[src/rtl/paralelo_serial_tx.sv]
// -----------------------------------------------------------------------------
// paralelo_serial_tx
//
// Transmit-side parallel-to-serial converter. Accepts bytes over a valid/ready
// handshake into a one-entry holding buffer and shifts them out MSB-first, one
// bit per clk_32f cycle. When nothing is pending the K28.5 comma (0xBC) is
// sent. After reset a burst of SYNC_BC commas is transmitted before the data
// path opens, so the receiver can align.
//
// Optional feature macro: PS_TX_STATS_EN
//   defined   -> output port bytes_sent[15:0] counts data bytes loaded
//                into the shifter (commas excluded), wrapping at 0xFFFF.
//   undefined -> no bytes_sent port and no counter.
// -----------------------------------------------------------------------------
module paralelo_serial_tx #(
   parameter int unsigned SYNC_BC = 4
) (
   input  logic        clk_32f,
   input  logic        reset_L,
   input  logic [7:0]  data_in,
   input  logic        valid_in,
   output logic        ready_out,
   output logic        data_out,
   output logic        active_out
`ifdef PS_TX_STATS_EN
   ,
   output logic [15:0] bytes_sent
`endif
);

   // Comma character used for alignment and as idle fill.
   localparam logic [7:0] COMMA_BYTE = 8'hBC;

   // Burst length trimmed to the width of the comma counter (range 1..15).
   localparam logic [3:0] SYNC_BC_L = SYNC_BC[3:0];

   typedef enum logic {
      ST_SYNC   = 1'b0,
      ST_ACTIVE = 1'b1
   } state_t;

   state_t       state_q;
   logic [7:0]   cur_byte_q;
   logic [2:0]   bit_cnt_q;
   logic [7:0]   hold_q;
   logic         hold_valid_q;
   logic [3:0]   bc_cnt_q;

   logic         boundary_s;
   logic         transfer_s;
   logic         serial_bit_s;
   logic [3:0]   bc_cnt_d;
   logic         sync_done_s;

   // Handshake and status derive from registers only, never from valid_in.
   assign ready_out  = (state_q == ST_ACTIVE) && !hold_valid_q;
   assign active_out = (state_q == ST_ACTIVE);

   // Decode the per-edge events: byte boundary, input transfer, bit to emit.
   always_comb begin
      boundary_s   = (bit_cnt_q == 3'd7);
      transfer_s   = valid_in && ready_out;
      serial_bit_s = cur_byte_q[3'd7 - bit_cnt_q];
      bc_cnt_d     = bc_cnt_q + 4'd1;
      // ">=" keeps a burst length of 1 meaningful: the reset comma alone
      // completes the burst at the first boundary.
      if (bc_cnt_d >= SYNC_BC_L) begin
         sync_done_s = 1'b1;
      end else begin
         sync_done_s = 1'b0;
      end
   end

   // Sync/active sequencing, bit shifter, holding buffer and registered line.
   always_ff @(posedge clk_32f or negedge reset_L) begin
      if (!reset_L) begin
         state_q      <= ST_SYNC;
         cur_byte_q   <= COMMA_BYTE;
         bit_cnt_q    <= 3'd0;
         hold_q       <= 8'h00;
         hold_valid_q <= 1'b0;
         bc_cnt_q     <= 4'd1;
         data_out     <= 1'b0;
`ifdef PS_TX_STATS_EN
         bytes_sent   <= 16'd0;
`endif
      end else begin
         data_out  <= serial_bit_s;
         bit_cnt_q <= bit_cnt_q + 3'd1;

         // A transfer only happens with the buffer empty, so it can never
         // collide with the boundary drain below; the boundary always sees
         // the pre-edge buffer and there is no bypass to the shifter.
         if (transfer_s) begin
            hold_q       <= data_in;
            hold_valid_q <= 1'b1;
         end else if (boundary_s && (state_q == ST_ACTIVE) && hold_valid_q) begin
            hold_valid_q <= 1'b0;
         end else begin
            hold_valid_q <= hold_valid_q;
         end

         if (boundary_s) begin
            case (state_q)
               ST_SYNC: begin
                  cur_byte_q <= COMMA_BYTE;
                  bc_cnt_q   <= bc_cnt_d;
                  if (sync_done_s) begin
                     state_q <= ST_ACTIVE;
                  end else begin
                     state_q <= ST_SYNC;
                  end
               end
               ST_ACTIVE: begin
                  if (hold_valid_q) begin
                     cur_byte_q <= hold_q;
`ifdef PS_TX_STATS_EN
                     bytes_sent <= bytes_sent + 16'd1;
`endif
                  end else begin
                     cur_byte_q <= COMMA_BYTE;
                  end
                  state_q <= ST_ACTIVE;
               end
               default: begin
                  state_q    <= ST_SYNC;
                  cur_byte_q <= COMMA_BYTE;
               end
            endcase
         end
      end
   end

endmodule
[config.mk]
export PLATFORM = sky130hd
export DESIGN_NAME = paralelo_serial_tx
export DESIGN_NICKNAME = d
export VERILOG_FILES = /design/src/rtl/paralelo_serial_tx.sv
export SDC_FILE = /design/constraint.sdc
export NUM_CORES = 1
export LEC_CHECK = 0
export ABC_CLOCK_PERIOD_IN_PS = 1700
export BUFFER_PORTS_ARGS = -buffer_cell sky130_fd_sc_hd__buf_2
export CORE_MARGIN = 3
export CORE_UTILIZATION = 50
export DETAILED_ROUTE_END_ITERATION = 6
export GPL_TIMING_DRIVEN = 0
export HOLD_SLACK_MARGIN = 0.03
export PLACE_DENSITY = 0.8
export SLEW_MARGIN = 20
export SYNTH_ARGS = -nofsm -noshare
export SYNTH_HDL_FRONTEND = slang
export SYNTH_SLANG_ARGS = --single-unit
[constraint.sdc]
create_clock -name clk_32f -period 1.7 [get_ports clk_32f]
set_clock_uncertainty 0.15 [all_clocks]
set_input_delay 0.17 -clock clk_32f [delete_from_list [all_inputs] [get_ports clk_32f]]
set_output_delay 0.17 -clock clk_32f [all_outputs]
set_load 0.1 [all_outputs]
---- Word level (Yosys, flattened, before mapping) ----
Index checks and enable logic that the tools add are counted.
cells by class
  add/sub/neg operators ................... 3
  $lt $le $gt $ge ......................... 2
  equal/unequal tests ..................... 1
  muxes and demuxes ....................... 9
  bitwise gates (word level) .............. 1
  reductions and logical operators ........ 7
operator list
  kind                 count
  $pmux 8 s2           1
  $mux 8               1
  $mux 1               5
  $add 4x1->4 const B  1
  $ge 4x3->1 const B   1
  $logic_and 1x1->1    4
  $lt 3x4->1 const B   1
  $add 3x1->3 const B  1
  $bmux 1 s3           1
  $eq 3x3->1 const B   1
  $sub 3x3->3 const A  1
  $pmux 1 s2           1
  $reduce_and 2->1     1
  $reduce_bool 2->1    1
  $logic_not 1->1      1
  $not 1->1            1
word-level totals
  bits in registers ....................... 26
  input bits .............................. 11
  output and inout port bits .............. 3
  word-level logic and storage cells ...... 30

---- Depth between registers and ports, before layout ----
  depth in word-level cells ............... 5
  gate-level depth with buffers ........... 6
  gate-level depth less buffers ........... 5

---- Worst setup path before layout ----
Ideal clock, no wire load.
  path type ............................... reg-to-output
  from .................................... reg state_q (netlist: active_out)
  to ...................................... out ready_out
  data arrival time ....................... 2.425 ns
  data required time ...................... 1.380 ns
  setup slack ............................. -1.045 ns
  cell stages (with the launch flop) ...... 2
  cells stage by stage .................... dfrtp_1 -> nor2b_1
between the ends
  cells in the longest elaborated chain, start to end .. 1
ends and longest elaborated chain
  element                   line  source
  start: declaration        42    state_t state_q;
  start signal: assignment  77    state_q <= ST_SYNC;
  start signal: assignment  109   state_q <= ST_ACTIVE;
  start signal: assignment  111   state_q <= ST_SYNC;
  $logic_and 1x1->1         56    assign ready_out = (state_q == ST_ACTIVE) && !hold_valid_q;
  end: declaration          22    output logic ready_out,
No other way between the ends.

---- Final worst setup path ----
Ends and elaborated chain as after synthesis.

==> flow_summary.yaml <==
floorplanning:
  die-area_um2: 2790
  chipHeight_um: 52.8
  start_util: 0.542
  coreArea_um2: 2020
  row_count: 16
  ios: 14
  chipWidth_um: 52.8
timing:
  drv_slew: 0
  rsz0062_at_grt: "false"
  worstMarginPinSlew_ns: 0.546
  hold_viol_final: 0
  maxSlewHeadroom: 0.636
  setup_ws_ns: 0.148
  min_period_ns: 1.55
  fin_crit_sh: 0.913
  setup_viol: 0
  fmax_mhz: 644
placed_design:
  gp_congestion: 0.758
  port_buffers: 13
  place_ws_ns: -0.0806
  placed_area_um2: 1200
  dp_hpwl_um: 1310
power:
  ir_drop_mv: 0.742
  leakage_nw: 0.608
  intPower_uw: 893
  p_sw_frac: 0.266
  power_density_nw_per_um2: 919
  pwr-share-seq: 0.610
  combPwrFrac: 0.173
  p_clk_frac: 0.217
  p_switching_uw: 323
setup_path:
  crit_required_ns: 1.38
  crit_chain: "nor2b_4 -> clkbuf_4"
  path_delay_family: "flip-flops"
  critPathBufInv: 1
  crit_type: "reg2out"
  arrival_ns: 1.23
  crit_path_max_incr_delay_ns: 0.45
  cp-end-kind: "primary output"
  start_kind: "flip-flop"
  crit_fanout: 8
  cp_slowest_cell: "dfrtp_2"
global_route:
  grt_max_degree: 27
  grt_pass1_vias: 705
  gr-total-overflow: 0
  antenna_found_initial: 0
  grt_pass1_wl_um: 3220
  grt_usage: 0.165
logic_synthesis:
  syn-instance-count: 88
  synth_fp_nets: 102
  yosysMostFrequentCell: "dfrtp_1"
  async_flop_share: 1.00
  synth_area_um2: 1100
  synthDistinctLibCells: 22
  postSynthAreaPerCell_um2: 12.5
  synth_ff_type: "dfrtp_1"
  ys.warnings.count: 0
  synth.top_cell.area_share: 0.457
  synth.top_cells.by_area: "dfrtp_1 (46%), dfstp_2 (14%), mux2_2 (9.2%)"
  seq_area_frac_synth: 0.600
  synth_edf_count: 0
  ys_ff_latch: 26
  yosys.area.top_type: "dfrtp_1"
  synth_common_cells: "dfrtp_1 (20), nand2_1 (11), nor2_1 (10)"
status:
  status: "finished, final reports clean"
routing:
  via_per_inst: 5.25
  drc_errors: 0
  first_pass_iters: 4
  ant_nets: 0
  first_iter_violations: 6
  wl_per_cell_um: 13.4
  routed_wl_um: 1880
  via_count: 735
cells_and_area:
  nets: 128
  drive_gt1_frac: 0.336
  syn2layout_area_growth_pct: 20.7
  fin_area_um2: 1320
  finish.utilization: 0.654
  n_antenna_cell: 0
clock_network:
  cts_tree: "done"
  htreeDepth: 1
  clock_latency_ns: 0.32
  numCtsBuffers: 3
  root_buffer: "clkbuf_4"
  clock_path_buffers: 2
  postCtsSetupBuffers: 0
  clock_sinks: 26
  clk_pin_slew_ns: 0.13
hold_path:
  hold_class: "in2async"
flow_run:
  maxCapViolCount: 0
kinds of logic after synthesis:
family,after synthesis,share of synthesized area
flops,26,0.600
simple gates,28,0.120
buf+inv,6,0.0217
mux,11,0.140
compound gates,11,0.0594
fa+ha+maj,3,0.0343
xor+xnor,3,0.0240
sequential cells by signal (all words and copies together) (netlist names):
name and flops:
hold_q 8, hold_valid_q 1, active_out 1, bit_cnt_q 3, bc_cnt_q 4, cur_byte_q 8
data_out 1
metal layers:
metal  vias up  track usage  wire [um]
met1       355        0.200        819
li1        358            -          -
met5         -            0          0
met2        17        0.277        967
met4         0       0.0766         38
met3         5       0.0342         53
what timing repair did:
item | CTS | global route
resized for setup | 1 | 2
hold buffers | 9 | 0
setup endpoints to repair | 8 | 3
endpoints found under the hold margin | 28 | 0
gates cloned | 0 | 0
through the flow:
| step | hold slack (ns) | power (mW) | setup TNS (ns) | instances |
|---|---|---|---|---|
| CTS | 0.218 | 1.22 | 0 | 140 |
| global placement | 0.0338 | 0.934 | -0.183 | 128 |
| detailed placement | 0.0405 | 0.949 | -0.326 | 128 |
| finish | 0.198 | 1.22 | 0 | 140 |
| floorplan | -0.276 | 0.891 | 0 | 88 |
| global route | 0.211 | 1.28 | 0 | 140 |
layout make-up:
| cell class | instances | area [um2] |
|---|---|---|
| plain buffers | 1 | 5.00 |
| flip-flops and latches | 26 | 661 |
| repair buffers | 22 | 158 |
| clock buffers | 4 | 26.3 |
| fillers | 147 | 699 |
| multi-input cells | 56 | 424 |
| well taps | 27 | 33.8 |
| inverters | 4 | 15.0 |
worst paths after layout:
kind                       cells past startpoint                         to  slack (ns)                 startpoint
max                                            2                  ready_out        0.15     active_out$_DFFE_PN0P_
min                                            2    bc_cnt_q[1]$_DFFE_PN0P_        0.20                    reset_L
min reg2reg                                    2  cur_byte_q[3]$_DFFE_PN1P_        0.36  cur_byte_q[3]$_DFFE_PN1P_
max reg2reg                                    2         data_out$_DFF_PN0_        0.16     bit_cnt_q[0]$_DFF_PN0_
max in group asynchronous                      2     active_out$_DFFE_PN0P_        0.80                    reset_L
min in group clk_32f                           3   hold_valid_q$_DFFE_PN0P_        0.22                   valid_in
placed cells by master (no fill, tap or decap), drive strengths merged:
cell type and instances:
nand3b 1, mux4 2, nor2b 1, nand4b 1, and3 1, or3 1, mux2 9, nand4 1
clkbuf 5, nor2 10, o211ai 1, dfstp 6, ha 3, and4b 1, a21oi 6, o22ai 3
buf 13, dlygate4sd3 9, xnor2 3, a31o 1, inv 4, nand2 11, dfrtp 20
power groups by stage:
stage	Clock, mW	Sequential (mW)	Combinational, mW
floorplan	0	0.773	0.118
detailed placement	0	0.754	0.195
global route	0.297	0.752	0.231
CTS	0.268	0.742	0.212
finish	0.263	0.742	0.210
global placement	0	0.747	0.187
Note: power is estimated with default switching activity, not from simulation.
